<file path="config.mk">
export PLATFORM = sky130hd
export DESIGN_NAME = wdog_window
export DESIGN_NICKNAME = d
export VERILOG_FILES = /design/src/rtl/wdog_window.sv
export SDC_FILE = /design/constraint.sdc
export NUM_CORES = 1
export LEC_CHECK = 0
export CAP_MARGIN = 15
export CORE_MARGIN = 2
export CORE_UTILIZATION = 65
export DETAILED_ROUTE_END_ITERATION = 8
export DONT_BUFFER_PORTS = 1
export PLACE_DENSITY = 0.81
export SYNTH_ARGS = -nofsm -noshare
export SYNTH_HDL_FRONTEND = slang
export SYNTH_SLANG_ARGS = --single-unit
</file>
<file path="constraint.sdc">
create_clock -name clk -period 5.6 [get_ports clk]
set_input_delay 1.4 -clock clk [delete_from_list [all_inputs] [get_ports clk]]
set_output_delay 1.4 -clock clk [all_outputs]
set_load 0.005 [all_outputs]
</file>
<file path="src/rtl/wdog_window.sv">
`default_nettype none
// ============================================================================
//  Module   : wdog_window
//  Purpose  : Windowed system watchdog with prescaler, early-clear window,
//             debug freeze, timed reset pulse, keyed enable/disable with
//             abort-on-wrong-key and unlock timeout, optional enable lock,
//             and a latched cause code.
//  Ports    : clk, reset        - clock, synchronous active-high reset
//             debug_mode        - freezes RUN/WARN timing (BITE continues)
//             clear_wdg         - clear strobe, qualified by write_data
//             write_key         - key strobe, qualified by write_data
//             write_data[31:0]  - data for clear/key strobes
//             wd_limit[4:0]     - timeout exponent
//             win_limit[4:0]    - early-clear window exponent (0 = no window)
//             prescale          - tick every prescale+1 clocks
//             nmi               - high while in WARN
//             reset_wdg_n       - low while in BITE
//             enabled           - watchdog armed
//             cause[1:0]        - 00 none, 01 timeout, 10 early clear
//  Revision : 1.0  initial release
// ============================================================================
module wdog_window #(
    parameter int          CNT_WIDTH  = 32,
    parameter int          PRE_WIDTH  = 8,
    parameter int          RST_LIMIT  = 256,
    parameter int          KEY_TO_W   = 24,
    parameter bit          LOCK_ON_EN = 1'b0,
    parameter logic [31:0] CLR_DATA   = 32'hAB_CD_EF_44,
    parameter logic [31:0] EN_DATA_0  = 32'h12_45_67_9A,
    parameter logic [31:0] EN_DATA_1  = 32'h34_BC_76_C5,
    parameter logic [31:0] DS_DATA_0  = 32'h33_DF_E4_74,
    parameter logic [31:0] DS_DATA_1  = 32'h32_79_B5_6E
) (
    input  logic                 clk,
    input  logic                 reset,
    input  logic                 debug_mode,
    input  logic                 clear_wdg,
    input  logic                 write_key,
    input  logic [31:0]          write_data,
    input  logic [4:0]           wd_limit,
    input  logic [4:0]           win_limit,
    input  logic [PRE_WIDTH-1:0] prescale,
    output logic                 nmi,
    output logic                 reset_wdg_n,
    output logic                 enabled,
    output logic [1:0]           cause
);

    localparam logic [31:0]          c_max_shift   = 32'(CNT_WIDTH - 1);
    localparam logic [CNT_WIDTH-1:0] c_cnt_one     = CNT_WIDTH'(1);
    localparam logic [CNT_WIDTH-1:0] c_rst_last    = CNT_WIDTH'(RST_LIMIT - 1);
    localparam logic [PRE_WIDTH-1:0] c_pre_one     = PRE_WIDTH'(1);
    localparam logic [KEY_TO_W-1:0]  c_key_one     = KEY_TO_W'(1);
    localparam logic [1:0]           c_cause_tmo   = 2'b01;
    localparam logic [1:0]           c_cause_early = 2'b10;

    typedef enum logic [1:0] {
        KEY_IDLE = 2'd0,
        KEY_EN1  = 2'd1,
        KEY_DS1  = 2'd2
    } key_state_t;

    typedef enum logic [1:0] {
        WD_OFF  = 2'd0,
        WD_RUN  = 2'd1,
        WD_WARN = 2'd2,
        WD_BITE = 2'd3
    } wd_state_t;

    key_state_t           r_key_state, w_key_state_nxt;
    logic [KEY_TO_W-1:0]  r_key_cnt, w_key_cnt_nxt;
    logic                 r_enabled, w_enabled_nxt;

    wd_state_t            r_wd_state, w_wd_state_nxt;
    logic [CNT_WIDTH-1:0] r_cnt, w_cnt_nxt;
    logic [PRE_WIDTH-1:0] r_pre_cnt, w_pre_cnt_nxt;
    logic [1:0]           r_cause, w_cause_nxt;
    logic                 r_nmi, r_rst_n;

    logic                 w_vc, w_tick;
    logic [31:0]          w_lim_sh, w_win_sh;
    logic [CNT_WIDTH-1:0] w_limit_m1, w_win;

    assign w_vc   = clear_wdg && (write_data == CLR_DATA);
    assign w_tick = (r_pre_cnt == prescale);

    // Exponents are clamped so LIMIT and WIN always fit in the counter.
    always_comb begin
        w_lim_sh = ({27'd0, wd_limit}  > c_max_shift) ? c_max_shift : {27'd0, wd_limit};
        w_win_sh = ({27'd0, win_limit} > c_max_shift) ? c_max_shift : {27'd0, win_limit};
        w_limit_m1 = (c_cnt_one << w_lim_sh) - c_cnt_one;
        w_win      = (win_limit == 5'd0) ? '0 : (c_cnt_one << w_win_sh);
    end

    // ------------------------------------------------------------------
    // Key sequence FSM
    // ------------------------------------------------------------------
    always_comb begin
        w_key_state_nxt = r_key_state;
        w_key_cnt_nxt   = '0;
        w_enabled_nxt   = r_enabled;
        case (r_key_state)
            KEY_IDLE: begin
                if (write_key && write_data == EN_DATA_0) begin
                    w_key_state_nxt = KEY_EN1;
                end else if (write_key && write_data == DS_DATA_0 &&
                             !(LOCK_ON_EN && r_enabled)) begin
                    w_key_state_nxt = KEY_DS1;
                end
            end
            KEY_EN1, KEY_DS1: begin
                // Expiry takes priority: a second key landing on the last
                // count is lost, leaving 2^KEY_TO_W-1 usable cycles.
                if (r_key_cnt == '1) begin
                    w_key_state_nxt = KEY_IDLE;
                end else if (write_key) begin
                    w_key_state_nxt = KEY_IDLE;
                    if (r_key_state == KEY_EN1 && write_data == EN_DATA_1) begin
                        w_enabled_nxt = 1'b1;
                    end
                    if (r_key_state == KEY_DS1 && write_data == DS_DATA_1) begin
                        w_enabled_nxt = 1'b0;
                    end
                end else begin
                    w_key_cnt_nxt = r_key_cnt + c_key_one;
                end
            end
            default: w_key_state_nxt = KEY_IDLE;
        endcase
    end

    always_ff @(posedge clk) begin
        if (reset) begin
            r_key_state <= KEY_IDLE;
            r_key_cnt   <= '0;
            r_enabled   <= 1'b0;
        end else begin
            r_key_state <= w_key_state_nxt;
            r_key_cnt   <= w_key_cnt_nxt;
            r_enabled   <= w_enabled_nxt;
        end
    end

    // ------------------------------------------------------------------
    // Watchdog FSM
    // ------------------------------------------------------------------
    always_comb begin
        w_wd_state_nxt = r_wd_state;
        w_cnt_nxt      = r_cnt;
        w_pre_cnt_nxt  = w_tick ? '0 : (r_pre_cnt + c_pre_one);
        w_cause_nxt    = r_cause;
        case (r_wd_state)
            WD_OFF: begin
                w_cnt_nxt     = '0;
                w_pre_cnt_nxt = '0;
                if (r_enabled) begin
                    w_wd_state_nxt = WD_RUN;
                end
            end
            WD_RUN, WD_WARN: begin
                if (!r_enabled) begin
                    w_wd_state_nxt = WD_OFF;
                    w_cnt_nxt      = '0;
                    w_pre_cnt_nxt  = '0;
                end else if (debug_mode) begin
                    w_pre_cnt_nxt = r_pre_cnt;
                end else if (w_vc) begin
                    // A clear beats a coincident terminal tick.
                    w_cnt_nxt     = '0;
                    w_pre_cnt_nxt = '0;
                    if (r_wd_state == WD_WARN) begin
                        w_wd_state_nxt = WD_RUN;
                    end else if (r_cnt < w_win) begin
                        w_wd_state_nxt = WD_WARN;
                        w_cause_nxt    = c_cause_early;
                    end
                end else if (w_tick) begin
                    if (r_cnt == w_limit_m1) begin
                        w_cnt_nxt = '0;
                        if (r_wd_state == WD_RUN) begin
                            w_wd_state_nxt = WD_WARN;
                            w_cause_nxt    = c_cause_tmo;
                        end else begin
                            w_wd_state_nxt = WD_BITE;
                        end
                    end else begin
                        w_cnt_nxt = r_cnt + c_cnt_one;
                    end
                end
            end
            WD_BITE: begin
                // Raw clock cycles; the pulse always runs to completion.
                if (r_cnt == c_rst_last) begin
                    w_cnt_nxt      = '0;
                    w_wd_state_nxt = r_enabled ? WD_RUN : WD_OFF;
                end else begin
                    w_cnt_nxt = r_cnt + c_cnt_one;
                end
            end
            default: begin
                w_wd_state_nxt = WD_OFF;
                w_cnt_nxt      = '0;
            end
        endcase
    end

    always_ff @(posedge clk) begin
        if (reset) begin
            r_wd_state <= WD_OFF;
            r_cnt      <= '0;
            r_pre_cnt  <= '0;
            r_cause    <= 2'b00;
            r_nmi      <= 1'b0;
            r_rst_n    <= 1'b1;
        end else begin
            r_wd_state <= w_wd_state_nxt;
            r_cnt      <= w_cnt_nxt;
            r_pre_cnt  <= w_pre_cnt_nxt;
            r_cause    <= w_cause_nxt;
            // Outputs are registered alongside the state they decode.
            r_nmi      <= (w_wd_state_nxt == WD_WARN);
            r_rst_n    <= (w_wd_state_nxt != WD_BITE);
        end
    end

    assign nmi         = r_nmi;
    assign reset_wdg_n = r_rst_n;
    assign enabled     = r_enabled;
    assign cause       = r_cause;

endmodule
`default_nettype wire

</file>
==> impl_metrics.toml, run 1 <==
[min_path]
min_from = "r_key_cnt[0]"
hold_path.class = "flop to flop"
hold_end = "r_key_cnt[0]"
min_path_cells = 1

[sta]
final-max-slew-violation-count = 0
setup_tns_ns = 0
setup_violations = 0
finalHoldViolCount = 0
rsz0062_at_grt = "false"
fin_skew_ns = 0.0148
relSlewSlack = 0.275
worst_pin_slew_ns = 1.08
max_freq_ghz = 0.210
layout_setup_ws_ns = 0.843
layout_min_cycle_time_ns = 4.76
finalCritPeriodShare = 0.849

[global_routing]
grtUsageTotal = 0.338
grt_overflow = 0
grt_antenna_before_repair = 0
grt_pass1_wl_mm = 27.4
grt_max_degree = 35
grt_pass1_vias = 5729

[drt]
wl_per_cell_um = 18.8
wirelength_mm = 16.9
firstDrtPassIters = 8
vias = 6130
drt-initial-drc-count = 588
avgViaCountPerCell = 6.84
drc = 2
drtAntennaViolNets = 0

[setup_path]
worstSetupPathType = "input pin to flop"
critPathArrivalTime_ns = 5.00
timing.rr.end = "r_cnt[29]"
rr_worst_depth = 11
reg2reg_from = "r_cnt[1]"
cp_max_fo = 34
required_ns = 5.85
end_kind = "flop"
cp-start-kind = "input pin"
reg2reg_setup_slack_ns = 2.08

[synth]
synth-seq-area-share = 0.241
async_flop_share = 0
synthFlopType = "dfxtp_1"
synthTopCellsByCount = "86 x nor2_1, 85 x nand2_1, 73 x dfxtp_1, 52 x nand3_1, 43 x ha_1"
synth-edff-count = 0
synth_top_area_frac = 0.241
yosys_warnings = 0
syn_nets = 914
syn_area_per_cell_um2 = 7.44
syn_area_um2 = 6070
synth_area_leaders = "dfxtp_1 24%, ha_1 8.9%, xor2_1 5.3%, nor2_1 5.3%, nand2_1 5.3%"
synth_area_leader_cell = "dfxtp_1"
synth.distinct_cells = 73
yosysMostFrequentCell = "nor2_1"
synthCells = 816
synth_seq_cells = 73

[place]
io_buffers = 0
post-place-ws_ns = 0.488
gp_congestion = 0.979
place_inst = 880
dp.final_hpwl_mm = 12.8

[power_and_ir_drop]
ir_drop_mv = 0.103
p_int_uw = 762
switching_share = 0.256
p_sw_uw = 262
p_per_area_nw_per_um2 = 165
p_seq_frac = 0.506
power.share.clock = 0.414
p_leak_nw = 2.27
p_comb_frac = 0.079
total_power_mw = 1.02

[die]
ios = 60
coreArea_um2 = 9150
die_w_um = 101
num_rows = 35
dieHeight_um = 101
floorplan.initialDensity = 0.664
fp.dieArea_um2 = 10100

[layout]
fin_nets = 878
fin_cells = 896
antenna_cells = 0
multi_input_area_um2 = 4300
drive_gt1_frac = 0.0433
layout.area.seq_um2 = 1460
fillerInstances = 779
syn_to_final_growth_pct = 2.43

[clock_tree]
clock-sinks = 73
post_cts_resized = 0
clkTransAtPathRegs_ns = 0.09
h-tree-depth = 3
cts_root_buffer = "clkbuf_8"
cts_buffers = 9
clk_path_buf_depth = 2
cts_tree = "done"
post_cts_buffers = 0
clock_latency_ns = 0.36
hold_buffers = 0

[flow_run]
drv_cap = 0

[outcome]
status = "finished with violations"
violations = "design-rule violations"
## power groups by stage
stage | Combinational, mW | Clock [mW] | Sequential, mW
after floorplan | 0.0761 | 0 | 0.531
after global placement | 0.0785 | 0 | 0.531
after detailed placement | 0.0800 | 0 | 0.531
after CTS | 0.0805 | 0.423 | 0.519
after global routing | 0.0901 | 0.448 | 0.519
final | 0.0814 | 0.424 | 0.518
## registers in the layout, indices dropped and copies added, names as in the netlist
register,flops
cause,2
enabled,1
nmi,1
r_cnt,32
r_key_cnt,24
r_key_state,2
r_pre_cnt,8
r_wd_state,2
reset_wdg_n,1
## final cells by class
cell class                 count  share of cell area
clock buffer                  10              0.0205
clock inverter                 6              0.0109
sequential                    73               0.235
multi-input combinational    666               0.691
timing repair buffer           4             0.00483
inverter                      26              0.0157
tap                          111              0.0223
## placed cells by master (no fill, tap or decap), types with 8 or more instances in the layout
cell,n
nand4_1,28
nor2b_1,10
a22o_1,12
or2_2,9
or4_1,8
a21o_1,12
nand3_1,52
and3_1,16
nor4_1,21
a21oi_1,30
o21ai_0,36
clkbuf_8,9
nand4b_1,9
xor2_1,37
nand2_1,85
nor2_1,86
ha_1,43
nor3_1,26
dfxtp_1,73
o31ai_1,9
xnor2_1,18
inv_1,26
or3_1,8
## metal layers
layer  wire length (um)  global-route usage  vias to the layer above
li1                   -                   -                     2930
met1               6840               0.435                     2833
met5                  0                   0                        -
met4                564               0.136                        0
met3               1660              0.0687                       47
met2               7820               0.554                      320
## metrics by stage
step | utilization | area (um^2) | hold slack, ns
finish | 0.680 | 6220 | 0.472
global route | 0.680 | 6220 | 0.517
CTS | 0.680 | 6220 | 0.476
detailed placement | 0.659 | 6030 | 0.454
global placement | 0.659 | 6030 | 0.441
floorplan | - | 6070 | 0.426
## worst max-delay path, stage by stage
cell      delay [ns]
or3_1           0.41
or2_2           0.31
ha_1            0.21
nor2_1          0.23
a32oi_1         0.14
o21ai_0         0.21
xor2_1          0.09
or4_1           0.51
a2111o_1        0.49
o311ai_4        0.32
buf_4           0.30
o21ai_1         0.11
a22o_1          0.26
## cell families (layout without fill, tap and decap cells)
| family | Yosys count | in the layout | share of synthesized area |
|---|---|---|---|
| AO/OA/AOI/OAI | 172 | 172 | 0.201 |
| XOR/XNOR | 55 | 55 | 0.0793 |
| adder cells (fa/ha/maj) | 43 | 43 | 0.0886 |
| buffers and inverters | 77 | 46 | 0.0517 |
| flip-flops | 73 | 73 | 0.241 |
| multiplexers | 5 | 5 | 0.00865 |
| AND/OR/NAND/NOR | 391 | 391 | 0.331 |
## worst max path at each step
stage           startpoint        end  slack (ns)  depth (start not counted)
6_report       wd_limit[4]  r_cnt[29]        0.84                         13
5_1_grt        wd_limit[4]  r_cnt[16]        0.61                         12
4_1_cts        wd_limit[4]  r_cnt[18]        0.85                         13
3_5_place_dp   wd_limit[4]  r_cnt[20]        0.49                         13
3_3_place_gp   wd_limit[4]  r_cnt[20]        0.54                         13
2_1_floorplan  wd_limit[2]  r_cnt[10]        0.33                         16
Note: power is estimated with default switching activity, not from simulation.
==> inputs of run 2 (changes only) <==
==> constraint.sdc (replaced) <==
create_clock -name clk -period 4.4 [get_ports clk]
set_input_delay 1.1 -clock clk [delete_from_list [all_inputs] [get_ports clk]]
set_output_delay 1.1 -clock clk [all_outputs]
set_load 0.005 [all_outputs]
==> run 2 against run 1 <==
The flow now finishes without violations. Core utilization is 2.0 points higher. Via count is 0.18% higher. Clock power is 29% higher. Flip-flop and latch count stayed put. Final area is 2.9% higher. Combinational power is 38% higher. Worst hold slack better by 0.0046 ns. Worst setup slack worse by 0.56 ns. Global-route usage is 0.43 points lower. Power is 29% higher. Die area stayed put. Critical path type unchanged. Critical endpoint is now r_cnt[18]. Largest cell class unchanged. Largest power group unchanged.
==> impl_metrics.toml, run 2 (synthesized netlist as in run 1, its figures left out) <==
[drt]
drt-initial-drc-count = 620
wl_per_cell_um = 18.5
wirelength_mm = 16.8
firstDrtPassIters = 7
vias = 6141
drc = 0
drtAntennaViolNets = 0
avgViaCountPerCell = 6.77

[setup_path]
required_ns = 4.65
reg2reg_from = "r_cnt[0]"
cp-start-kind = "input pin"
cp_max_fo = 34
end_kind = "flop"
slowest_delay_ns = 0.51
critPathLaunch = "wd_limit[4]"
path_delay_family = "compound AO/OA/AOI/OAI gates"
critPathArrivalTime_ns = 4.37
crit_path_top_delay_cell = "or4_1"
worstSetupPathType = "input pin to flop"
crit_buf_inv = 1
crit_chain = "or3_4 -> or2_4 -> ha_4 -> nor2_4 -> a32oi_1 -> o21ai_1 -> xor2_1 -> or4_1 -> a2111o_1 -> o311ai_4 -> buf_4 -> o21ai_0 -> a22o_1"

[global_routing]
grtUsageTotal = 0.334
grt_pass1_wl_mm = 27.0
grt_overflow = 0
grt_pass1_vias = 5576
grt_max_degree = 35
grt_antenna_before_repair = 0

[clock_tree]
clk_path_buf_depth = 2
cts_root_buffer = "clkbuf_8"
hold_buffers = 0
clock_latency_ns = 0.36
post_cts_buffers = 0
h-tree-depth = 3
cts_buffers = 9
cts_tree = "done"
post_cts_resized = 0
clkTransAtPathRegs_ns = 0.08
clock-sinks = 73

[min_path]
min_from = "r_key_cnt[0]"
hold_path.class = "flop to flop"

[sta]
relSlewSlack = 0.509
worst_pin_slew_ns = 0.735
setup_tns_ns = 0
finalCritPeriodShare = 0.935
max_freq_ghz = 0.243
setup_violations = 0
layout_min_cycle_time_ns = 4.12
fin_skew_ns = 0.0133
layout_setup_ws_ns = 0.285
finalHoldViolCount = 0
rsz0062_at_grt = "false"
final-max-slew-violation-count = 0

[place]
post_dp_cell_area_um2 = 6200
place_inst = 891
post-place-ws_ns = -0.0161
gp_congestion = 0.949
dp.final_hpwl_mm = 12.5
io_buffers = 0

[layout]
largest_register_ffs = 32
fillerInstances = 785
layout.area.seq_um2 = 1460
drive_gt1_frac = 0.0678
antenna_cells = 0
final_area_um2 = 6400
syn_to_final_growth_pct = 5.40
fin_nets = 889
largest_registers = "r_cnt (32), r_key_cnt (24), r_pre_cnt (8)"
largest-register = "r_cnt"
multi_input_area_um2 = 4380
fin_cells = 907
final_cell_mix = "85 x nand2_1, 85 x nor2_1, 73 x dfxtp_1"

[die]
fp.dieArea_um2 = 10100
die_w_um = 101
dieHeight_um = 101
coreArea_um2 = 9150
num_rows = 35
floorplan.initialDensity = 0.664
ios = 60

[flow_run]
drv_cap = 0

[power_and_ir_drop]
p_leak_nw = 2.34
ir_drop_mv = 0.256
p_per_area_nw_per_um2 = 206

[outcome]
status = "complete, no violations"
[run 2: cell types whose count changed in the layout (fill, tap and decap cells not counted), sizes merged]
| cell | before | now |
|---|---|---|
| clkbuf | 10 | 9 |
| clkinv | 2 | 3 |
| buf | 4 | 15 |
| inv | 27 | 28 |
| clkinvlp | 2 | 1 |
[run 2: final timing paths]
kind | endpoint | slack (ns) | cells past startpoint
max | r_cnt[18] | 0.28 | 13
min | r_key_cnt[0] | 0.48 | 1
max reg2reg | r_cnt[18] | 1.11 | 11
min reg2reg | r_key_cnt[0] | 0.48 | 1
[run 2: where the power goes]
| group | switching, mW | internal [mW] |
|---|---|---|
| logic | 0.0610 | 0.0509 |
| registers | 0.00000000000798 | 0.660 |
| clock network | 0.279 | 0.267 |
[run 2: metal layers]
metal | global-route usage | part of all wire | vias to the layer above
met4 | 0.129 | 0.031 | 0
met2 | 0.537 | 0.47 | 305
met3 | 0.0527 | 0.084 | 62
met5 | 0 | 0 | -
li1 | - | - | 2949
met1 | 0.450 | 0.42 | 2825
[run 2: layout make-up]
class,count,area share
Timing Repair Buffer,15,0.0195
Inverter,26,0.0152
Clock buffer,9,0.0193
Clock inverter,7,0.0121
Sequential cell,73,0.228
Multi-Input combinational cell,666,0.684
Tap cell,111,0.0217
[run 2: metrics by stage]
step            util  power, mW  hold slack (ns)
6_report       0.700       1.32            0.477
3_3_place_gp   0.678      0.781            0.445
2_1_floorplan      -      0.778            0.426
3_5_place_dp   0.678      0.784            0.456
4_1_cts        0.700       1.32            0.479
5_1_grt        0.700       1.36            0.489
==> inputs of run 3 (changes only) <==
--- a/config.mk
+++ b/config.mk
@@ -6,8 +6,8 @@
 export NUM_CORES = 1
 export LEC_CHECK = 0
 export CAP_MARGIN = 15
-export CORE_MARGIN = 2
 export CORE_UTILIZATION = 65
+export CTS_CLUSTER_SIZE = 30
 export DETAILED_ROUTE_END_ITERATION = 8
 export DONT_BUFFER_PORTS = 1
 export PLACE_DENSITY = 0.81
==> run 3 against run 2 <==
Maximum frequency down 0.44%. Sequential power about the same. Register-to-register slack worse by 0.25 ns. Via count rose by 1.1%. Combinational power is 4% lower. Worst setup slack lost 0.018 ns. Largest power group unchanged. Highest routed layer unchanged.
==> impl_metrics.toml, run 3 (synthesized netlist as in run 1, its figures left out) <==
[drt]
drt-initial-drc-count = 830
met3_length_mm = 1.44
wl_met1_mm = 7.23
drtAntennaViolNets = 0
wirelength_mm = 17.1
dr.max_layer_used = "met4"
drc = 0
avgViaCountPerCell = 6.88
wl_per_cell_um = 19.0
vias = 6209
wl_met2_mm = 7.95
firstDrtPassIters = 9

[sta]
worst_pin_slew_ns = 0.737
max_freq_ghz = 0.242
rsz0062_at_grt = "false"
relSlewSlack = 0.508
setup_tns_ns = 0
setup_violations = 0
fin_skew_ns = 0.0138
layout_setup_ws_ns = 0.266
finalHoldViolCount = 0
final-max-slew-violation-count = 0
layout_min_cycle_time_ns = 4.13
finalCritPeriodShare = 0.939

[die]
dieHeight_um = 98.7
fp.dieArea_um2 = 9740
floorplan.initialDensity = 0.683
ios = 60
coreArea_um2 = 8890
num_rows = 34
die_w_um = 98.7

[setup_path]
rr_worst_depth = 11
reg2reg_from = "r_cnt[1]"
worstSetupPathType = "input pin to flop"
cp-start-kind = "input pin"
timing.rr.end = "r_cnt[8]"
required_ns = 4.63
slowest_delay_ns = 0.41
critPathLaunch = "wd_limit[4]"
end_kind = "flop"
crit_path_top_delay_cell = "a2111o_1"
critPathArrivalTime_ns = 4.36
cp_max_fo = 34
crit_top_cell = "a2111o_1"
crit_chain = "or3_4 -> or2_4 -> ha_4 -> or3_1 -> o22ai_1 -> a22oi_1 -> a2111o_1 -> a2111o_1 -> o311ai_4 -> buf_12 -> nor2_4 -> a221o_1"
crit_path_end = "r_cnt[8]"
reg2reg_setup_slack_ns = 0.86

[clock_tree]
clk_path_buf_depth = 2
post_cts_resized = 0
cts_buffers = 9
hold_buffers = 0
post_cts_buffers = 0
clkTransAtPathRegs_ns = 0.09
cts_tree = "done"
h-tree-depth = 3
clock-sinks = 73
cts_root_buffer = "clkbuf_8"
clock_latency_ns = 0.36

[layout]
antenna_cells = 0
drive_gt1_frac = 0.0655
largest_registers = "r_cnt (32), r_key_cnt (24), r_pre_cnt (8)"
largest-register = "r_cnt"
largest_register_ffs = 32
final_cell_mix = "85 x nand2_1, 85 x nor2_1, 73 x dfxtp_1"
fin_nets = 887
syn_to_final_growth_pct = 5.71

[place]
dp.final_hpwl_mm = 12.9
gp_congestion = 0.984
io_buffers = 0
post-place-ws_ns = -0.0183

[global_routing]
grt_overflow = 0
grt_pass1_vias = 5967
grt_antenna_before_repair = 0
grtUsageTotal = 0.362
grt_pass1_wl_mm = 28.6
grt_max_degree = 35

[outcome]
status = "complete, no violations"

[power_and_ir_drop]
p_leak_nw = 2.36
ir_drop_mv = 0.194
p_per_area_nw_per_um2 = 214

[flow_run]
drv_cap = 0

[min_path]
hold_path.class = "flop to flop"
-- run 3: cell types whose count changed in the layout (fill, tap and decap cells not counted) --
cell        delta
buf_4          -3
clkinvlp_4     -1
buf_12         +1
inv_6          -1
inv_8          +1
bufinv_16      +1
-- run 3: worst max-delay path, delay by kind of cell --
| kind | cells | cell delay [ns] |
|---|---|---|
| compound gates | 6 | 1.77 |
| fa+ha+maj | 1 | 0.22 |
| buf+inv | 1 | 0.21 |
| simple gates | 4 | 1.04 |
-- run 3: cell type report --
cell class,count,area (um^2)
fill,737,2470
inverter,26,97.6
clock inverter,7,103
timing repair buffer,13,123
sequential,73,1460
multi-input combinational,666,4380
clock buffer,9,124
tap,108,135
-- run 3: how the worst min path moves through the flow --
| stage | cells after the start | slack, ns | from | to |
|---|---|---|---|---|
| finish | 1 | 0.47 | r_key_cnt[0] | r_key_cnt[0] |
| global route | 1 | 0.50 | r_key_cnt[0] | r_key_cnt[0] |
| CTS | 1 | 0.48 | r_key_cnt[0] | r_key_cnt[0] |
| global placement | 1 | 0.44 | r_key_cnt[0] | r_key_cnt[0] |
| detailed placement | 1 | 0.46 | r_key_cnt[0] | r_key_cnt[0] |
| floorplan | 1 | 0.43 | r_key_cnt[0] | r_key_cnt[0] |
-- run 3: per-layer routing --
metal,global-route usage,vias up
met1,0.470,2885
met4,0.150,0
met5,0,-
met3,0.0482,57
li1,-,2940
met2,0.606,327
-- run 3: through the flow --
| step | std cells | total power, mW | hold WS (ns) | util | instance area [um^2] |
|---|---|---|---|---|---|
| 2_1_floorplan | 816 | 0.778 | 0.426 | - | 6220 |
| 3_3_place_gp | 886 | 0.779 | 0.442 | 0.697 | 6190 |
| 3_5_place_dp | 886 | 0.780 | 0.460 | 0.697 | 6190 |
| 4_1_cts | 902 | 1.37 | 0.479 | 0.722 | 6420 |
| 5_1_grt | 902 | 1.42 | 0.496 | 0.722 | 6420 |
| 6_report | 902 | 1.37 | 0.472 | 0.722 | 6420 |
-- run 3: where the power goes --
part             switching [mW]  leakage (nW)  total, mW  internal, mW
registers      0.00000000000664         0.588      0.660         0.660
logic                    0.0590          1.66      0.107        0.0483
clock network             0.278         0.116      0.605         0.326
total                     0.337          2.36       1.37          1.03
